[src/rtl/led_pwm_dimmer.sv]
// Four-button LED dimmer: debounced count/brightness buttons drive a pattern counter and a PWM duty level.
// Define LED_BREATHE_EN to add the automatic triangle "breathing" ramp of the duty level.
module led_pwm_dimmer #(
  parameter int N_LED           = 4,
  parameter int PWM_PERIOD      = 200,
  parameter int N_LEVELS        = 5,
  parameter int LVL_W           = 3,
  parameter int MIN_HIGH        = 10,
  parameter int DEBOUNCE_CYCLES = 150,
  parameter int BREATHE_STEP    = 64
) (
  input  logic             clk,
  input  logic             reset_n,
  input  logic [3:0]       usr_btn,
  input  logic             breathe,
  output logic [N_LED-1:0] usr_led,
  output logic             pwm_out,
  output logic [N_LED-1:0] led_count,
  output logic [LVL_W-1:0] duty_level
);

  localparam int CW = $clog2(PWM_PERIOD + 1);
  localparam int DW = $clog2(DEBOUNCE_CYCLES + 1);
  localparam logic [LVL_W-1:0] TOP_LVL = LVL_W'(N_LEVELS - 1);

  logic [3:0]    sync1, sync2, stable, press;
  logic [DW-1:0] mis_cnt [4];
  logic [CW-1:0] pwm_cnt, active_high;
  logic [CW-1:0] high_tbl [N_LEVELS];
  logic          period_end;

  // High-time table is pure constants; level 0 gets a floor so the LEDs never go fully dark.
  for (genvar g = 0; g < N_LEVELS; g++) begin : g_tbl
    localparam int H = (g == 0) ? MIN_HIGH : (PWM_PERIOD * g) / (N_LEVELS - 1);
    assign high_tbl[g] = CW'(H);
  end

  always_ff @(posedge clk or posedge reset_n) begin
    if (reset_n) begin
      sync1  <= '0;
      sync2  <= '0;
      stable <= '0;
      press  <= '0;
      for (int b = 0; b < 4; b++) mis_cnt[b] <= '0;
    end else begin
      sync1 <= usr_btn;
      sync2 <= sync1;
      press <= '0;
      for (int b = 0; b < 4; b++) begin
        if (sync2[b] == stable[b]) begin
          mis_cnt[b] <= '0;
        end else if (mis_cnt[b] == DW'(DEBOUNCE_CYCLES - 1)) begin
          mis_cnt[b] <= '0;
          stable[b]  <= sync2[b];
          press[b]   <= sync2[b];
        end else begin
          mis_cnt[b] <= mis_cnt[b] + 1'b1;
        end
      end
    end
  end

  always_ff @(posedge clk or posedge reset_n) begin
    if (reset_n) begin
      led_count <= '0;
    end else if (press[1] && !press[0] && led_count != '1) begin
      led_count <= led_count + 1'b1;
    end else if (press[0] && !press[1] && led_count != '0) begin
      led_count <= led_count - 1'b1;
    end
  end

  assign period_end = (pwm_cnt == CW'(PWM_PERIOD - 1));

`ifdef LED_BREATHE_EN
  localparam int SW = $clog2(BREATHE_STEP + 1);
  logic          breathe_q, dir_up;
  logic [SW-1:0] step_cnt;
`else
  logic unused_breathe;
  localparam int unused_breathe_step = BREATHE_STEP;
  assign unused_breathe = breathe;
`endif

  // While breathing, the ramp owns duty_level and the brightness buttons are ignored.
  always_ff @(posedge clk or posedge reset_n) begin
    if (reset_n) begin
      duty_level <= TOP_LVL;
`ifdef LED_BREATHE_EN
      breathe_q  <= 1'b0;
      dir_up     <= 1'b1;
      step_cnt   <= '0;
`endif
    end else begin
`ifdef LED_BREATHE_EN
      breathe_q <= breathe;
      if (breathe) begin
        if (!breathe_q) begin
          dir_up   <= 1'b1;
          step_cnt <= '0;
        end else if (period_end) begin
          if (step_cnt == SW'(BREATHE_STEP - 1)) begin
            step_cnt <= '0;
            if (dir_up) begin
              if (duty_level == TOP_LVL) begin
                dir_up     <= 1'b0;
                duty_level <= duty_level - 1'b1;
              end else begin
                duty_level <= duty_level + 1'b1;
              end
            end else begin
              if (duty_level == '0) begin
                dir_up     <= 1'b1;
                duty_level <= duty_level + 1'b1;
              end else begin
                duty_level <= duty_level - 1'b1;
              end
            end
          end else begin
            step_cnt <= step_cnt + 1'b1;
          end
        end
      end else
`endif
      if (press[3] && !press[2] && duty_level != TOP_LVL) begin
        duty_level <= duty_level + 1'b1;
      end else if (press[2] && !press[3] && duty_level != '0) begin
        duty_level <= duty_level - 1'b1;
      end
    end
  end

  // active_high only reloads at the period boundary so a level change never creates a runt pulse.
  always_ff @(posedge clk or posedge reset_n) begin
    if (reset_n) begin
      pwm_cnt     <= '0;
      active_high <= CW'(PWM_PERIOD);
      pwm_out     <= 1'b0;
    end else begin
      pwm_out <= (pwm_cnt < active_high);
      if (period_end) begin
        pwm_cnt     <= '0;
        active_high <= high_tbl[duty_level];
      end else begin
        pwm_cnt <= pwm_cnt + 1'b1;
      end
    end
  end

  assign usr_led = led_count & {N_LED{pwm_out}};

endmodule

[config.mk]
export PLATFORM = sky130hd
export DESIGN_NAME = led_pwm_dimmer
export DESIGN_NICKNAME = d
export VERILOG_FILES = /design/src/rtl/led_pwm_dimmer.sv
export SDC_FILE = /design/constraint.sdc
export NUM_CORES = 1
export LEC_CHECK = 0
export ABC_AREA = 1
export CAP_MARGIN = 20
export CORE_MARGIN = 2
export CORE_UTILIZATION = 60
export DETAILED_ROUTE_END_ITERATION = 8
export GPL_ROUTABILITY_DRIVEN = 0
export PLACE_DENSITY = 0.77
export SLEW_MARGIN = 25
export SYNTH_ARGS = -nofsm -noshare
export SYNTH_HDL_FRONTEND = slang
export SYNTH_SLANG_ARGS = --single-unit
[constraint.sdc]
create_clock -name clk -period 4.8 [get_ports clk]
set_input_delay 0.72 -clock clk [delete_from_list [all_inputs] [get_ports clk]]
set_output_delay 0.72 -clock clk [all_outputs]
set_load 0.05 [all_outputs]
[Word-level counts from Yosys, hierarchy flattened]
Memories as Yosys holds them, arrays and structs flattened. A register that Yosys moved wholly into a read port is not among the register bits.
Cells that the tools add are included.
Operators by class
  add/subtract/negate cells: 9
  mux-type cells: 21
  div/mod/pow operators: 0
  reduce and logical (&&, ||, !) cells: 20
  equal/unequal tests: 11
  multiply operators: 0
  order comparisons: 1
  shift-type cells: 0
  bitwise gates (word level): 6
Operators with widths (number)
  two-way mux 8 bit: 9
  adder 8 x 1 -> 8 bit (second input constant): 5
  == test 8 bit (second input constant): 5
  logical AND 1 bit: 8
  less-than comparator 8 bit: 1
  two-way mux 1 bit: 8
  two-way mux 4 bit: 2
  AND reduction 2 bit: 4
  two-way mux 3 bit: 2
  adder 4 x 1 -> 4 bit (second input constant): 1
  AND 4 bit: 1
  == test 1 bit: 4
  logical NOT 1 bit: 4
  != test 4 bit (second input constant): 1
  NOT 1 bit: 4
  NOT 3 -> 4 bit: 1
  nonzero test 2 bit: 2
  nonzero test 4 bit: 1
  subtractor 4 x 1 -> 4 bit (second input constant): 1
  adder 3 x 1 -> 3 bit (second input constant): 1
  != test 3 bit (second input constant): 1
  nonzero test 3 bit: 1
  subtractor 3 x 1 -> 3 bit (second input constant): 1
Storage, ports and cells
  word-level logic and storage cells: 84
  bits in latches: 0
  bits in writable memories: 0
  output and inout port bits: 12
  input port bits: 7
  register bits: 64
  memories: 1
  bits in read-only memories: 64
Memory list
  (no name shown): depth 8, width 8, rd ports 1, clocked after memory_dff 1, wr ports 0, RTL line 143  | active_high <= high_tbl[duty_level];

[Depth between registers and ports, before layout]
Gate-level depths: netlist of the first run.
  depth after elaboration: 5
  gate-level depth with buffers: 12
  mapped depth without buffers: 12

[Worst setup path after synthesis of the first run]
No wires, ideal clock.
  path type: reg-to-reg
  start: reg duty_level[0]
  end: reg duty_level[2]
  period minus slack after synthesis: 2046 ps
  data arrival time: 1970 ps
  slack: 2754 ps
  cell stages (with the launch flop): 12
  required time: 4724 ps
  library setup time: 76 ps
  path through: dfrtp_1 inv_1 ha_1 nand2_1 nand3_2 fa_1 inv_1 nand4_1 nand2_1 nand2_1 nand2_1 nand2_1
On the way
  longest elaborated chain between the ends: 3
  elaborated cells on any way between the ends: 9
  those cells by class: 2 x add/sub; 1 x eq/ne; 2 x mux; 4 x reduce/logical
RTL lines
  from (decl): RTL line 19  | output logic [LVL_W-1:0] duty_level
  from (signal assigned): RTL line 126  | duty_level <= duty_level + 1'b1;
  from (signal assigned): RTL line 128  | duty_level <= duty_level - 1'b1;
  subtractor 3 x 1 -> 3 bit, or another cell as far along: RTL line 128
  two-way mux 3 bit, or another cell as far along: RTL line 127  | end else if (press[2] && !press[3] && duty_level != '0) begin
  two-way mux 3 bit or nonzero test 2 bit (tied branches)
Parallel ways exist; a longest one is shown, timed or not. The select of a mux whose other input is x is not followed.
A chain may end at the register's enable or synchronous reset.

[Worst setup path after layout of the first run]
  start: reg led_count[0]
  end: out usr_led[0]
On the way
  longest elaborated chain between the ends: 1
RTL lines
  from (decl): RTL line 18  | output logic [N_LED-1:0] led_count,
  from (signal assigned): RTL line 67  | led_count <= led_count + 1'b1;
  from (signal assigned): RTL line 69  | led_count <= led_count - 1'b1;
  AND 4 bit: RTL line 150  | assign usr_led = led_count & {N_LED{pwm_out}};
  to (decl): RTL line 16  | output logic [N_LED-1:0] usr_led,
Every way passes these cells.

==> results.py, run 1 <==
metrics = {
    "clock_tree": {
        "cts_tree": "done",
        "cts_root_buf": "clkbuf_8",
        "clock-sinks": 71,
        "cts_buffers": 9,
        "clk_latency_ns": 0.33,
        "post_cts_resized": 0,
        "h-tree-depth": 3,
        "cts_buffer_depth": 2,
        "cts_setup_buffers": 0,
        "cts_hold_buf": 0,
        "clkTransAtPathRegs_ns": 0.07,
    },
    "floorplan": {
        "fp.dieW_um": 81.82,
        "core-area_um2": 5886,
        "dieHeight_um": 81.82,
        "io_pins": 19,
        "rows": 28,
        "start_util": 0.6173,
        "fp.dieArea_um2": 6695,
    },
    "finish": {
        "fillCellCount": 457,
        "layout_common_cells": "72 x nand2_1, 67 x dfrtp_1, 57 x inv_1",
        "syn_to_final_growth_pct": 11.74,
        "layout_commonest_cell": "nand2_1",
        "num_antenna_cells": 0,
        "final_nets": 464,
        "drive_above_1_share": 0.1412,
    },
    "logic_synthesis": {
        "seq_area_frac_synth": 0.4904,
        "syn-cell-area_um2": 3633,
        "async_flop_share": 1.000,
        "synth_warnings": 0,
        "synth.distinct_cells": 30,
        "synth_seq_cells": 71,
        "syn_nets": 436,
        "synthFlopType": "dfrtp_1",
        "synth-edff-count": 0,
        "avgSynthCellArea_um2": 8.927,
        "netlist_instances": 407,
    },
    "placement": {
        "dpl_worst_slack_ns": 2.652,
        "dpl.hpwl_um": 4191,
        "port_buffers": 17,
    },
    "grt": {
        "grt_pass1_vias": 2580,
        "grt_max_degree": 52,
        "globalRouteTotalUtil": 0.1986,
        "grt_pass1_wl_um": 10300,
        "grt_remaining_overflow": 0,
        "antenna_found_initial": 0,
    },
    "timing": {
        "rsz0062_at_grt": "false",
        "hold_viol": 0,
        "max_freq_mhz": 400.7,
        "finalClockSkew_ns": 0.007642,
        "timing.final.ws_setup_ns": 2.304,
        "timing.slew.headroom": 0.5917,
        "setup_violations": 0,
        "tns_ns": 0,
        "report.final.slew_viol_count": 0,
        "worst_slew_pin_slew_ns": 0.6125,
        "period_share": 0.5200,
        "final.min_clock_period_ns": 2.496,
    },
    "route": {
        "ant_nets": 0,
        "dr_wl_met3_um": 129,
        "num_vias": 2634,
        "firstDrtPassIters": 6,
        "drt_iter0_markers": 103,
        "wirelength_met1_um": 2569,
        "top_layer_used": "met4",
        "postRouteWirelength_um": 5671,
        "met2_length_um": 2857,
        "route.detailed.drc": 0,
        "wl_per_cell_um": 11.03,
        "vias_per_cell": 5.125,
    },
    "critical_path": {
        "crit_family": "buffers and inverters",
        "path_cells": "nand2_1 -> inv_1 -> clkdlybuf4s50_1",
        "required_ns": 4.08,
        "critPathArrivalTime_ns": 1.78,
        "worst_setup_path_start_kind": "flip-flop",
        "crit_buf_inv": 2,
        "crit_path_max_incr_delay_ns": 0.79,
        "crit_path_end_kind": "primary output",
        "critPathSlowestCell": "clkdlybuf4s50_1",
        "worstSetupPathType": "reg2out",
        "crit_fanout": 8,
    },
    "power": {
        "power_leakage_nw": 1.977,
        "switching_share": 0.2173,
        "peakVddDrop_v": 0.0001902,
        "internal-power_mw": 0.8381,
        "p_clk_frac": 0.381,
        "p_seq_frac": 0.579,
        "power_density_nw_per_um2": 263.7,
        "p_sw_mw": 0.2326,
        "comb_power_share": 0.040,
    },
    "status": {
        "status": "completed",
    },
    "worst_hold_path": {
        "hp-class": "reg2reg",
    },
    "flow_run": {
        "cap_viol_max_count": 0,
    },
}
==> worst register-to-register path: stages, from the launching register on <==
cell and delay (ns):
dfrtp_1 0.47, inv_1 0.10, ha_1 0.24, nand2_1 0.11, nand3_2 0.11, fa_1 0.38
inv_1 0.08, nand4_1 0.08, nand2_1 0.08, nand2_1 0.06, nand2_1 0.05, nand2_1 0.05
==> cell families (layout without fill, tap and decap cells) <==
family          after synthesis  after routing  share of synthesized area
xor+xnor                     15             15                    0.04442
compound gates               40             40                    0.06887
simple gates                193            193                     0.2445
fa+ha+maj                    22             22                    0.07989
flops                        71             71                     0.4904
buf+inv                      66             98                    0.07197
==> Yosys cell counts, types with 7 or more instances <==
master / number / area, µm²
dfrtp_1: 67 / 1677
xor2_1: 10 / 87.58
inv_1: 58 / 217.7
nand2_2: 9 / 56.30
a21oi_1: 7 / 35.03
nor3_1: 8 / 40.04
o21ai_0: 12 / 60.06
ha_1: 20 / 250.2
nor2_1: 53 / 198.9
nand2_1: 72 / 270.3
nor2_2: 8 / 50.05
nand4_1: 7 / 43.79
nand3_1: 27 / 135.1
==> stage by stage <==
step / utilization / cells / hold WS, ns / instance area, µm² / power [mW]
6_report: 0.6898 / 514 / 0.3523 / 4060 / 1.071
2_1_floorplan: - / 407 / 0.3312 / 3633 / 0.6601
3_3_place_gp: 0.6609 / 499 / 0.3332 / 3890 / 0.6728
3_5_place_dp: 0.6614 / 499 / 0.3405 / 3892 / 0.6753
4_1_cts: 0.6898 / 514 / 0.3556 / 4060 / 1.088
5_1_grt: 0.6898 / 514 / 0.3673 / 4060 / 1.122
==> state kept, by name (all words and copies together), names as in the netlist <==
signal,count
sync1,4
sync2,4
led_count,4
pwm_out,1
active_high,7
mis_cnt,32
duty_level,3
pwm_cnt,8
stable,4
press,4
==> area by class of cell <==
cell class / count / area (µm²) / area share
multi-input combinational: 270 / 1590 / 0.3917
sequential: 71 / 1782 / 0.4388
tap: 75 / 93.84 / 0.02311
timing repair buffer: 18 / 177.7 / 0.04376
clock buffer: 14 / 162.7 / 0.04006
clock inverter: 1 / 5.005 / 0.001233
inverter: 65 / 249.0 / 0.06133
==> per-layer routing <==
layer,track usage,vias to the layer above
met5,0,-
met4,0.09667,0
met3,0.03297,10
met2,0.3455,33
met1,0.2390,1247
li1,-,1344
==> power by group through the flow <==
stage	Clock (mW)	Combinational [mW]	Sequential, mW
floorplan	0	0.0314	0.629
global placement	0	0.0427	0.630
detailed placement	0	0.0442	0.631
CTS	0.424	0.0443	0.620
global route	0.450	0.0508	0.621
finish	0.408	0.0426	0.620
==> final timing paths <==
kind,from,endpoint,slack (ns),depth (start not counted)
min,sync1[2]$_DFF_PP0_,sync2[2]$_DFF_PP0_,0.35,0
max,led_count[0]$_DFFE_PP0P_,usr_led[0],2.30,3
max reg2reg,duty_level[0]$_DFFE_PP0P_,duty_level[2]$_DFFE_PP1P_,2.93,11
max in group asynchronous,reset_n,mis_cnt[21]$_DFF_PP0_,3.28,3
min in group asynchronous,reset_n,mis_cnt[30]$_DFF_PP0_,0.81,2
min reg2reg,sync1[2]$_DFF_PP0_,sync2[2]$_DFF_PP0_,0.35,0
No activity file was read; power rests on OpenSTA's default activity.
==> inputs of run 2 (changes only) <==
==> constraint.sdc (replaced) <==
create_clock -name clk -period 2.3 [get_ports clk]
set_input_delay 0.345 -clock clk [delete_from_list [all_inputs] [get_ports clk]]
set_output_delay 0.345 -clock clk [all_outputs]
set_load 0.05 [all_outputs]
==> run 2 against run 1 <==
Clock power rose by 140%; first-iteration DRC count rose by 8.7%; largest cell class unchanged; combinational power rose by 120%; utilization rose by 0.79 points; hold slack got worse by 0.097 ns; critical path depth did not move; routed wire length rose by 2.5%; final cell count rose by 0.58%; global-route usage rose by 0.16 points; sequential share of layout area fell by 0.49 points; clock skew rose by 0.00076 ns.
==> results.py, run 2 (synthesis gave the netlist of run 1 again) <==
metrics = {
    "power": {
        "p_clk_frac": 0.418,
        "switching_share": 0.2160,
        "internal-power_mw": 1.866,
        "p_sw_mw": 0.5142,
        "comb_power_share": 0.039,
        "power_density_nw_per_um2": 579.6,
        "peakVddDrop_v": 0.0003801,
        "p_seq_frac": 0.543,
        "finalPower_mw": 2.380,
        "power_leakage_nw": 1.999,
    },
    "grt": {
        "gr-usage-met1": 0.2425,
        "met2_usage": 0.3423,
        "antenna_found_initial": 0,
        "grt_max_degree": 25,
        "globalRouteTotalUtil": 0.2002,
        "grt_pass1_wl_um": 10240,
        "grt-busiest-layer": "met2",
        "grt_remaining_overflow": 0,
        "grt_pass1_vias": 2485,
        "grt_use_met3": 0.04396,
    },
    "critical_path": {
        "critPathArrivalTime_ns": 1.76,
        "crit_fanout": 8,
        "reg2reg_slack_ns": 0.43,
        "required_ns": 1.96,
        "worst_setup_path_start_kind": "flip-flop",
        "worstSetupPathType": "reg2out",
        "crit_path_end_kind": "primary output",
    },
    "timing": {
        "report.final.slew_viol_count": 0,
        "finalClockSkew_ns": 0.008406,
        "hold_viol": 0,
        "period_share": 0.9156,
        "worst_slew_pin_slew_ns": 0.4923,
        "tns_ns": 0,
        "final.min_clock_period_ns": 2.106,
        "rsz0062_at_grt": "false",
        "max_freq_mhz": 474.9,
        "timing.slew.headroom": 0.6708,
        "setup_violations": 0,
    },
    "finish": {
        "reg_top3": "mis_cnt (32), pwm_cnt (8), active_high (7)",
        "num_antenna_cells": 0,
        "final_nets": 466,
        "syn_to_final_growth_pct": 13.02,
        "largest_reg_flops": 32,
        "layout_common_cells": "72 x nand2_1, 67 x dfrtp_1, 57 x inv_1",
        "drive_above_1_share": 0.1493,
        "top_register": "mis_cnt",
        "layout_commonest_cell": "nand2_1",
    },
    "clock_tree": {
        "h-tree-depth": 3,
        "cts_tree": "done",
        "cts_setup_buffers": 0,
        "clock-sinks": 71,
        "cts_buffer_depth": 2,
        "clk_latency_ns": 0.33,
        "cts_hold_buf": 0,
        "post_cts_resized": 0,
        "cts_root_buf": "clkbuf_8",
        "cts_buffers": 9,
        "clkTransAtPathRegs_ns": 0.07,
    },
    "placement": {
        "port_buffers": 17,
        "dpl.hpwl_um": 4221,
    },
    "floorplan": {
        "fp.dieW_um": 81.82,
        "fp.dieArea_um2": 6695,
        "io_pins": 19,
        "core-area_um2": 5886,
        "start_util": 0.6173,
        "rows": 28,
        "dieHeight_um": 81.82,
    },
    "route": {
        "ant_nets": 0,
        "vias_per_cell": 5.118,
        "firstDrtPassIters": 4,
        "num_vias": 2646,
        "wl_per_cell_um": 11.24,
        "postRouteWirelength_um": 5811,
        "drt_iter0_markers": 112,
        "route.detailed.drc": 0,
    },
    "flow_run": {
        "cap_viol_max_count": 0,
    },
    "status": {
        "status": "completed",
    },
    "worst_hold_path": {
        "hp-class": "in2async",
    },
}
-- run 2: final timing paths --
path                                                 from                          to  depth (start not counted)
worst max register to register  duty_level[0]$_DFFE_PP0P_   duty_level[2]$_DFFE_PP1P_                         11
min in group clk                       sync1[2]$_DFF_PP0_          sync2[2]$_DFF_PP0_                          0
worst min-delay path                              reset_n        pwm_cnt[7]$_DFF_PP0_                          2
worst max-delay path             led_count[0]$_DFFE_PP0P_                  usr_led[0]                          3
worst min register to register         sync1[2]$_DFF_PP0_          sync2[2]$_DFF_PP0_                          0
max in group asynchronous                         reset_n  active_high[7]$_DFFE_PP1N_                          3
-- run 2: power by group through the flow --
stage / Sequential [mW] / Clock (mW) / Combinational (mW)
finish: 1.29 / 0.996 / 0.0917
floorplan: 1.31 / 0 / 0.0656
CTS: 1.29 / 1.02 / 0.0951
detailed placement: 1.32 / 0 / 0.0944
global route: 1.30 / 1.07 / 0.110
global placement: 1.31 / 0 / 0.0918
-- run 2: layout make-up --
class                      count  area (µm²)
sequential                    71        1782
fill                         457        1779
multi-input combinational    270        1590
inverter                      65       246.5
timing repair buffer          20       192.7
clock buffer                  13       158.9
tap                           75       93.84
clock inverter                 3       42.54
-- run 2: stage by stage --
step / worst slack [ns] / instance area [µm²] / utilization / hold slack [ns] / instances
after floorplan: 0.1651 / 3633 / - / 0.3312 / 407
after detailed placement: 0.4218 / 3905 / 0.6635 / 0.3404 / 501
after global placement: 0.4964 / 3905 / 0.6635 / 0.3332 / 501
after global routing: 0.09048 / 4106 / 0.6977 / 0.2638 / 517
after CTS: 0.1564 / 4106 / 0.6977 / 0.2413 / 517
final: 0.1941 / 4106 / 0.6977 / 0.2548 / 517
-- run 2: routing by layer --
| layer | wire, µm | vias to the layer above |
|---|---|---|
| li1 | - | 1347 |
| met1 | 2600 | 1251 |
| met2 | 2956 | 43 |
| met3 | 194 | 5 |
| met4 | 59 | 0 |
| met5 | 0 | - |
-- run 2: critical path: stages (launching register included) --
cell	delay, ns
dfrtp_1	0.50
nand2_1	0.09
inv_1	0.06
clkdlybuf4s50_1	0.79
